--- src/rtl/encoder_pending.sv ---
// ---------------------------------------------------------------------------
// encoder_pending
//
// Sequential N-to-log2(N) encoder. Request bits arriving on Din (gated by En)
// are merged into a pending register and then emitted one at a time as a
// binary index, lowest index first, over a valid/ready handshake. A request
// re-asserted while its bit is still pending is merged and lost; that loss
// is recorded in a sticky overflow flag.
//
// Ports:
//   clk     in   1  rising-edge clock
//   rst_n   in   1  asynchronous active-low reset
//   En      in   1  request enable; Din is ignored while low
//   Din     in   N  request bits, sampled every clock while En=1
//   Do      out  W  binary index of the served request (valid with Dv)
//   Dv      out  1  Do valid
//   Dr      in   1  consumer ready; transfer on an edge with Dv=1 and Dr=1
//   Ovf     out  1  sticky overflow flag
//   OvfClr  in   1  synchronous clear of Ovf (a same-edge overflow wins)
// ---------------------------------------------------------------------------
module encoder_pending #(
    parameter int N = 4,
    parameter int W = 2
) (
    input  logic         clk,
    input  logic         rst_n,
    input  logic         En,
    input  logic [N-1:0] Din,
    output logic [W-1:0] Do,
    output logic         Dv,
    input  logic         Dr,
    output logic         Ovf,
    input  logic         OvfClr
);

    logic [N-1:0] pend_q;
    logic [W-1:0] idx_q;
    logic         vld_q;
    logic         ovf_q;

    logic [N-1:0] req;
    logic [N-1:0] cand;
    logic [N-1:0] cand_cleared;
    logic [W-1:0] lsb_idx;
    logic         lsb_found;
    logic         slot_free;
    logic         ovf_set;

    // NOTE: every signal written in this block gets a default before any
    // conditional logic, so no path leaves a value unassigned and no latch
    // is inferred.
    always_comb begin
        req          = Din & {N{En}};
        cand         = pend_q | req;
        slot_free    = !vld_q || Dr;
        lsb_idx      = '0;
        lsb_found    = 1'b0;
        for (int i = 0; i < N; i++) begin
            if (!lsb_found && cand[i]) begin
                lsb_idx   = W'(i);
                lsb_found = 1'b1;
            end
        end
        cand_cleared = cand & ~(N'(1) << lsb_idx);
        // Only the pending register counts as a duplicate; re-requesting the
        // bit currently held in Do simply queues it again.
        ovf_set      = |(req & pend_q);
    end

    // NOTE: sequential state uses non-blocking assignments so every register
    // samples the pre-edge values regardless of statement order.
    always_ff @(posedge clk or negedge rst_n) begin
        if (!rst_n) begin
            pend_q <= '0;
            idx_q  <= '0;
            vld_q  <= 1'b0;
            ovf_q  <= 1'b0;
        end else begin
            if (slot_free) begin
                if (lsb_found) begin
                    idx_q  <= lsb_idx;
                    vld_q  <= 1'b1;
                    pend_q <= cand_cleared;
                end else begin
                    // Do keeps its last value; it is only meaningful with Dv.
                    vld_q  <= 1'b0;
                    pend_q <= '0;
                end
            end else begin
                // Stalled: the held transfer is never preempted, but new
                // requests keep accumulating.
                pend_q <= cand;
            end
            ovf_q <= ovf_set || (ovf_q && !OvfClr);
        end
    end

    assign Do  = idx_q;
    assign Dv  = vld_q;
    assign Ovf = ovf_q;

endmodule

--- config.mk ---
export PLATFORM = sky130hd
export DESIGN_NAME = encoder_pending
export DESIGN_NICKNAME = d
export VERILOG_FILES = /design/src/rtl/encoder_pending.sv
export SDC_FILE = /design/constraint.sdc
export NUM_CORES = 1
export LEC_CHECK = 0
export BUFFER_PORTS_ARGS = -buffer_cell sky130_fd_sc_hd__buf_2
export CORE_AREA = 2 2 39 41
export CTS_CLUSTER_DIAMETER = 150
export DETAILED_ROUTE_END_ITERATION = 16
export DIE_AREA = 0 0 41 43
export GPL_TIMING_DRIVEN = 0
export PLACE_DENSITY = 0.48
export SLEW_MARGIN = 40
export SYNTH_ARGS = -nofsm -noshare
export SYNTH_HDL_FRONTEND = slang
export SYNTH_SLANG_ARGS = --single-unit
export TNS_END_PERCENT = 1
--- constraint.sdc ---
create_clock -name clk -period 2.65 [get_ports clk]
set_input_delay 0.1325 -clock clk [delete_from_list [all_inputs] [get_ports clk]]
set_output_delay 0.1325 -clock clk [all_outputs]
set_load 0.05 [all_outputs]
=== Yosys cells after proc, flatten, opt, wreduce, memory -nomap -nowiden ===
Index checks and enable logic that the tools add are counted.
Widths: inputs -> output; s select.

* Flip-flop bits (word level): 8
* Bits of input ports: 9
* Word-level logic and storage cells: 33

* Shift operators: 1
* Mux-type cells: 10
* Bitwise operators: 5
* Reduce and logical (&&, ||, !) cells: 13

{| class="wikitable"
|+ Operators by type and width
! cell !! number
|-
| $and 4x4->4 || 3
|-
| $mux 4 || 2
|-
| $mux 1 || 6
|-
| $logic_not 1->1 || 5
|-
| $logic_and 1x1->1 || 4
|-
| $mux 2 || 2
|-
| $not 4->4 || 1
|-
| $or 4x4->4 || 1
|-
| $reduce_or 4->1 || 1
|-
| $shl 1x2->4 const A || 1
|-
| $logic_or 1x1->1 || 2
|-
| $reduce_and 2->1 || 1
|}

=== Longest topological paths before layout ===
* Depth in word-level cells: 17
* Gate-level depth with buffers: 3
* Depth with buffers taken out: 3

=== Least setup slack after synthesis ===
OpenSTA, ideal clock, no wires.

* Path kind: flip-flop to flip-flop
* Start: register vld_q (netlist: Dv)
* End: register pend_q[3]
* Library setup time: 0.104 ns
* Data arrival time: 1.199 ns
* Slack: 1.348 ns
* Cell stages (with the launch flop): 4
* Clock period less this slack: 1.302 ns
* Cell sequence: dfrtp_1 -> nor2b_1 -> nor4_1 -> a221oi_1

* Longest elaborated chain between the ends: 3

{| class="wikitable"
|+ Ends and longest elaborated chain
! what !! line !! RTL
|-
| start, declared || 38 || <nowiki>logic vld_q;</nowiki>
|-
| start signal, assigned || 76 || <nowiki>vld_q <= 1'b0;</nowiki>
|-
| start signal, assigned || 82 || <nowiki>vld_q <= 1'b1;</nowiki>
|-
| start signal, assigned || 86 || <nowiki>vld_q <= 1'b0;</nowiki>
|-
| $logic_not 1->1 || 55 || <nowiki>slot_free = !vld_q || Dr;</nowiki>
|-
| $logic_or 1x1->1 || 55 ||
|-
| $mux 4 || 79 || <nowiki>if (slot_free) begin</nowiki>
|-
| end signal, assigned || 83 || <nowiki>pend_q <= cand_cleared;</nowiki>
|-
| end signal, assigned || 92 || <nowiki>pend_q <= cand;</nowiki>
|-
| end, declared || 36 || <nowiki>logic [N-1:0] pend_q;</nowiki>
|}

Every way passes these cells.
A chain may end at the register's enable or synchronous reset.

=== Worst setup path in the final report ===
* Start: register pend_q[1]
* End: register idx_q[0] (netlist: Do[0])

* Longest elaborated chain between the ends: 10
* Elaborated cells between the ends (all ways): 13
* Classes of those cells: mux (6); bitwise (1); reduce/logical (6)

{| class="wikitable"
|+ Ends and longest elaborated chain
! what !! line !! RTL
|-
| $or 4x4->4 * || 54 || <nowiki>cand = pend_q | req;</nowiki>
|-
| $logic_and 1x1->1 * || 59 || <nowiki>if (!lsb_found && cand[i]) begin</nowiki>
|-
| $mux 1 || 59 ||
|-
| $logic_not 1->1 || 59 ||
|-
| $logic_and 1x1->1 || 59 ||
|-
| $mux 1 || 59 ||
|-
| $logic_not 1->1 || 59 ||
|-
| $logic_and 1x1->1 || 59 ||
|-
| $mux 1 || 59 ||
|-
| $reduce_and 2->1 (no source line) || n/a ||
|-
| end signal, assigned || 81 || <nowiki>idx_q <= lsb_idx;</nowiki>
|-
| end, declared || 37 || <nowiki>logic [W-1:0] idx_q;</nowiki>
|}

Every way passes the cells marked *; elsewhere a longest branch is shown, timed or not.

==> flow_summary_export.csv <==
group,metric,value,unit
min_path,worst_hold_path_type,"primary input to flip-flop",
yosys,synthesized_area_divided_by_synthesized_cell_count,9.95,um2
die,dieArea,1760,um2
grt,grt.met1_usage,0.149,
finish,num-fill-cells,156,
routing,drtAntennaViolNets,0,
die,core.rowCount,14,
die,pin_count,13,
routing,first_iter_violations,1,
setup_path,crit_type,"flip-flop to flip-flop",
pwr,power_density,716,nW/um2
setup_path,worst-path-buf-inv,0,
timing,fin_skew,0.00362,ns
pwr,vdd_ir_drop_max,0.214,mV
yosys,synth_top_area_share,0.516,
run,max_cap_viol_count,0,
die,core,1380,um2
finish,layout.cell_area.non_filler,500,um2
pwr,power_leakage,0.000224,uW
finish,fin_nets,66,
setup_path,timing.critical_path.from_type,"flip-flop",
routing,wirelength,860,um
run_status,status,"complete, no violations",
setup_path,critical_path.max_fanout,6,
routing,avgRoutedWirePerCell,12.1,um
timing,timing.final.hold_violations,0,
setup_path,worst-endpoint-arrival,1.36,ns
grt,vias_in_the_first_global_route,363,
cts,clock_transition_at_the_registers_of_the_reported_paths,0.05,ns
placed_design,gpl.final_weighted_congestion,0.710,
routing,total_drc_errors_in_the_routed_layout,0,
cts,cts_buffer_depth,2,
grt,grt_first_pass_wirelength,1520,um
yosys,syn_area,388,um2
timing,fin_setup_tns,0,ns
timing,relative_slew_slack,0.717,
setup_path,worstSetupEndpointType,"flip-flop",
cts,cts_root_buf,"sky130_fd_sc_hd__clkbuf_4",
timing,drv_slew,0,
setup_path,launch_point_of_the_worst_path,"pend_q[1]",
cts,cts_htree_levels,1,
placed_design,placed_area,468,um2
die,die_y,43,um
finish,syn_to_final_growth,29.0,%
cts,cts.repair_timing.setup_buffer_count,0,
timing,achievable-frequency,812,MHz
grt,groute.layer.met2.usage,0.194,
routing,route.detailed.vias_per_inst,5.25,
cts,count_of_clock_tree_sinks,8,
yosys,yosys_warnings,0,
die,floorplan.initialDensity,0.280,
routing,detail_route.first_pass.iterations,3,
yosys,synth.ff_latch_count,8,
setup_path,cp_cell_sequence,"a21o_1, o41a_1, a2bb2oi_1",
grt,most_used_routing_layer_in_global_routing,"met2",
setup_path,cp_slowest_cell,"sky130_fd_sc_hd__dfrtp_1",
yosys,syn_nets,48,
routing,routed-via-count,373,
die,die_x,41,um
yosys,synth_largest_area_cell,"sky130_fd_sc_hd__dfrtp_1",
grt,pin_count_of_the_biggest_net_entering_global_routing,9,
setup_path,worst_path_largest_cell_delay,0.43,ns
finish,insertedDiodeCount,0,
grt,met3_usage,0.0681,
timing,setup_viol_count_final,0,
finish,final_layout_size_suffix_gt1_frac,0.273,
finish,postLayoutCoreUtil,0.362,
cts,clkLatencyLatePin,0.25,ns
timing,period_needed,1.23,ns
grt,globalRouteOverflowTotal,0,
yosys,seq_area_frac_synth,0.516,
yosys,synthDistinctLibCells,20,
setup_path,cp_top_family,"compound AO/OA/AOI/OAI gates",
cts,clock_tree_from_tritoncts,"done",
timing,rsz0062_at_grt,"false",
yosys,gate_count_post_synth,39,
grt,globalRouteTotalUtil,0.131,
timing,max_slew.worst_pin.slew,0.419,ns
placed_design,numPortBuffers,12,
setup_path,required_time_of_the_critical_path,2.77,ns
min_path,worstHoldStart,"OvfClr",
yosys,post_synth_main_area_contributors,"sky130_fd_sc_hd__dfrtp_1 52%, sky130_fd_sc_hd__a21oi_1 7.7%, sky130_fd_sc_hd__a221oi_1 4.5%",
cts,cts-buffers-inserted,3,
grt,grt_antenna_before_repair,0,
setup_path,timing.rr.start,"pend_q[1]",
timing,finalCritPeriodShare,0.465,
worst register-to-register path, cell delays in order, from the launching register on:
cell	delay (ns)
sky130_fd_sc_hd__dfrtp_1	0.43
sky130_fd_sc_hd__a21o_1	0.19
sky130_fd_sc_hd__o41a_1	0.36
sky130_fd_sc_hd__a2bb2oi_1	0.13
state kept, by name (all words and copies together), names as in the netlist:
register and count:
Do 2, Dv 1, Ovf 1, pend_q 4
final timing paths:
check / to / slack, ns / depth (start not counted)
max in group asynchronous: pend_q[2] / 2.22 / 2
hold reg to reg: Do[1] / 0.52 / 2
hold / removal: Ovf / 0.06 / 2
setup / recovery: Do[0] / 1.42 / 3
min in group asynchronous: Do[1] / 0.26 / 2
setup reg to reg: Do[0] / 1.42 / 3
layer usage:
metal | share of wire | routed length, um
met4 | 0.019 | 16
met5 | 0 | 0
met1 | 0.45 | 386
met2 | 0.48 | 411
met3 | 0.052 | 45
placed cells by master (no fill, tap or decap), drive strengths merged, types with 2 or more instances in the layout:
master / n
a21oi: 6
a221oi: 2
buf: 12
clkbuf: 3
dfrtp: 8
inv: 3
nor2: 3
nor3: 2
o21ai: 2
final cells by class:
| cell class | instances | area, um2 | area share |
|---|---|---|---|
| repair buffers | 13 | 70.1 | 0.140 |
| inverters | 3 | 11.3 | 0.0225 |
| well taps | 16 | 20.0 | 0.0400 |
| multi-input cells | 28 | 176 | 0.352 |
| flip-flops and latches | 8 | 200 | 0.400 |
| clock buffers | 3 | 22.5 | 0.0450 |
through the flow:
stage / instances / worst slack (ns) / power (uW) / hold WS, ns
floorplan: 39 / 1.35 / 236 / -0.163
global placement: 67 / 1.42 / 270 / -0.0116
detailed placement: 67 / 1.43 / 269 / -0.00955
CTS: 71 / 1.42 / 365 / 0.0551
global route: 71 / 1.34 / 385 / 0.0559
finish: 71 / 1.42 / 358 / 0.0625
Yosys cell counts, drive strengths merged:
cell type and number:
a221oi 2, nand2 1, o41ai 1, o31ai 1, o22ai 1, nand2b 1
dfrtp 8, nor4 1, inv 3, nor2b 1, o41a 1, a21oi 6
nor3 2, a2bb2oi 1, nor4b 1, o21ai 2, o21a 1, a22o 1
nor2 3, a21o 1
where the power goes:
part / internal, uW / switching, uW / total, uW
Combinational: 36.8 / 67.3 / 104
Sequential: 142 / 20.9 / 163
Clock: 51.7 / 39.6 / 91.3
Total: 231 / 128 / 358
cells by family (layout without fill, tap and decap cells):
| group | after synthesis | count (layout) | synth area share |
|---|---|---|---|
| AO/OA/AOI/OAI | 18 | 18 | 0.319 |
| AND/OR/NAND/NOR | 10 | 10 | 0.136 |
| flip-flops | 8 | 8 | 0.516 |
| buffers and inverters | 3 | 19 | 0.0290 |
timing repair:
action / in CTS / in global routing
resized for setup: 0 / 0
endpoints found under the hold margin: 8 / 0
hold buffers: 1 / 0
Power figures use the tool's default switching activity.
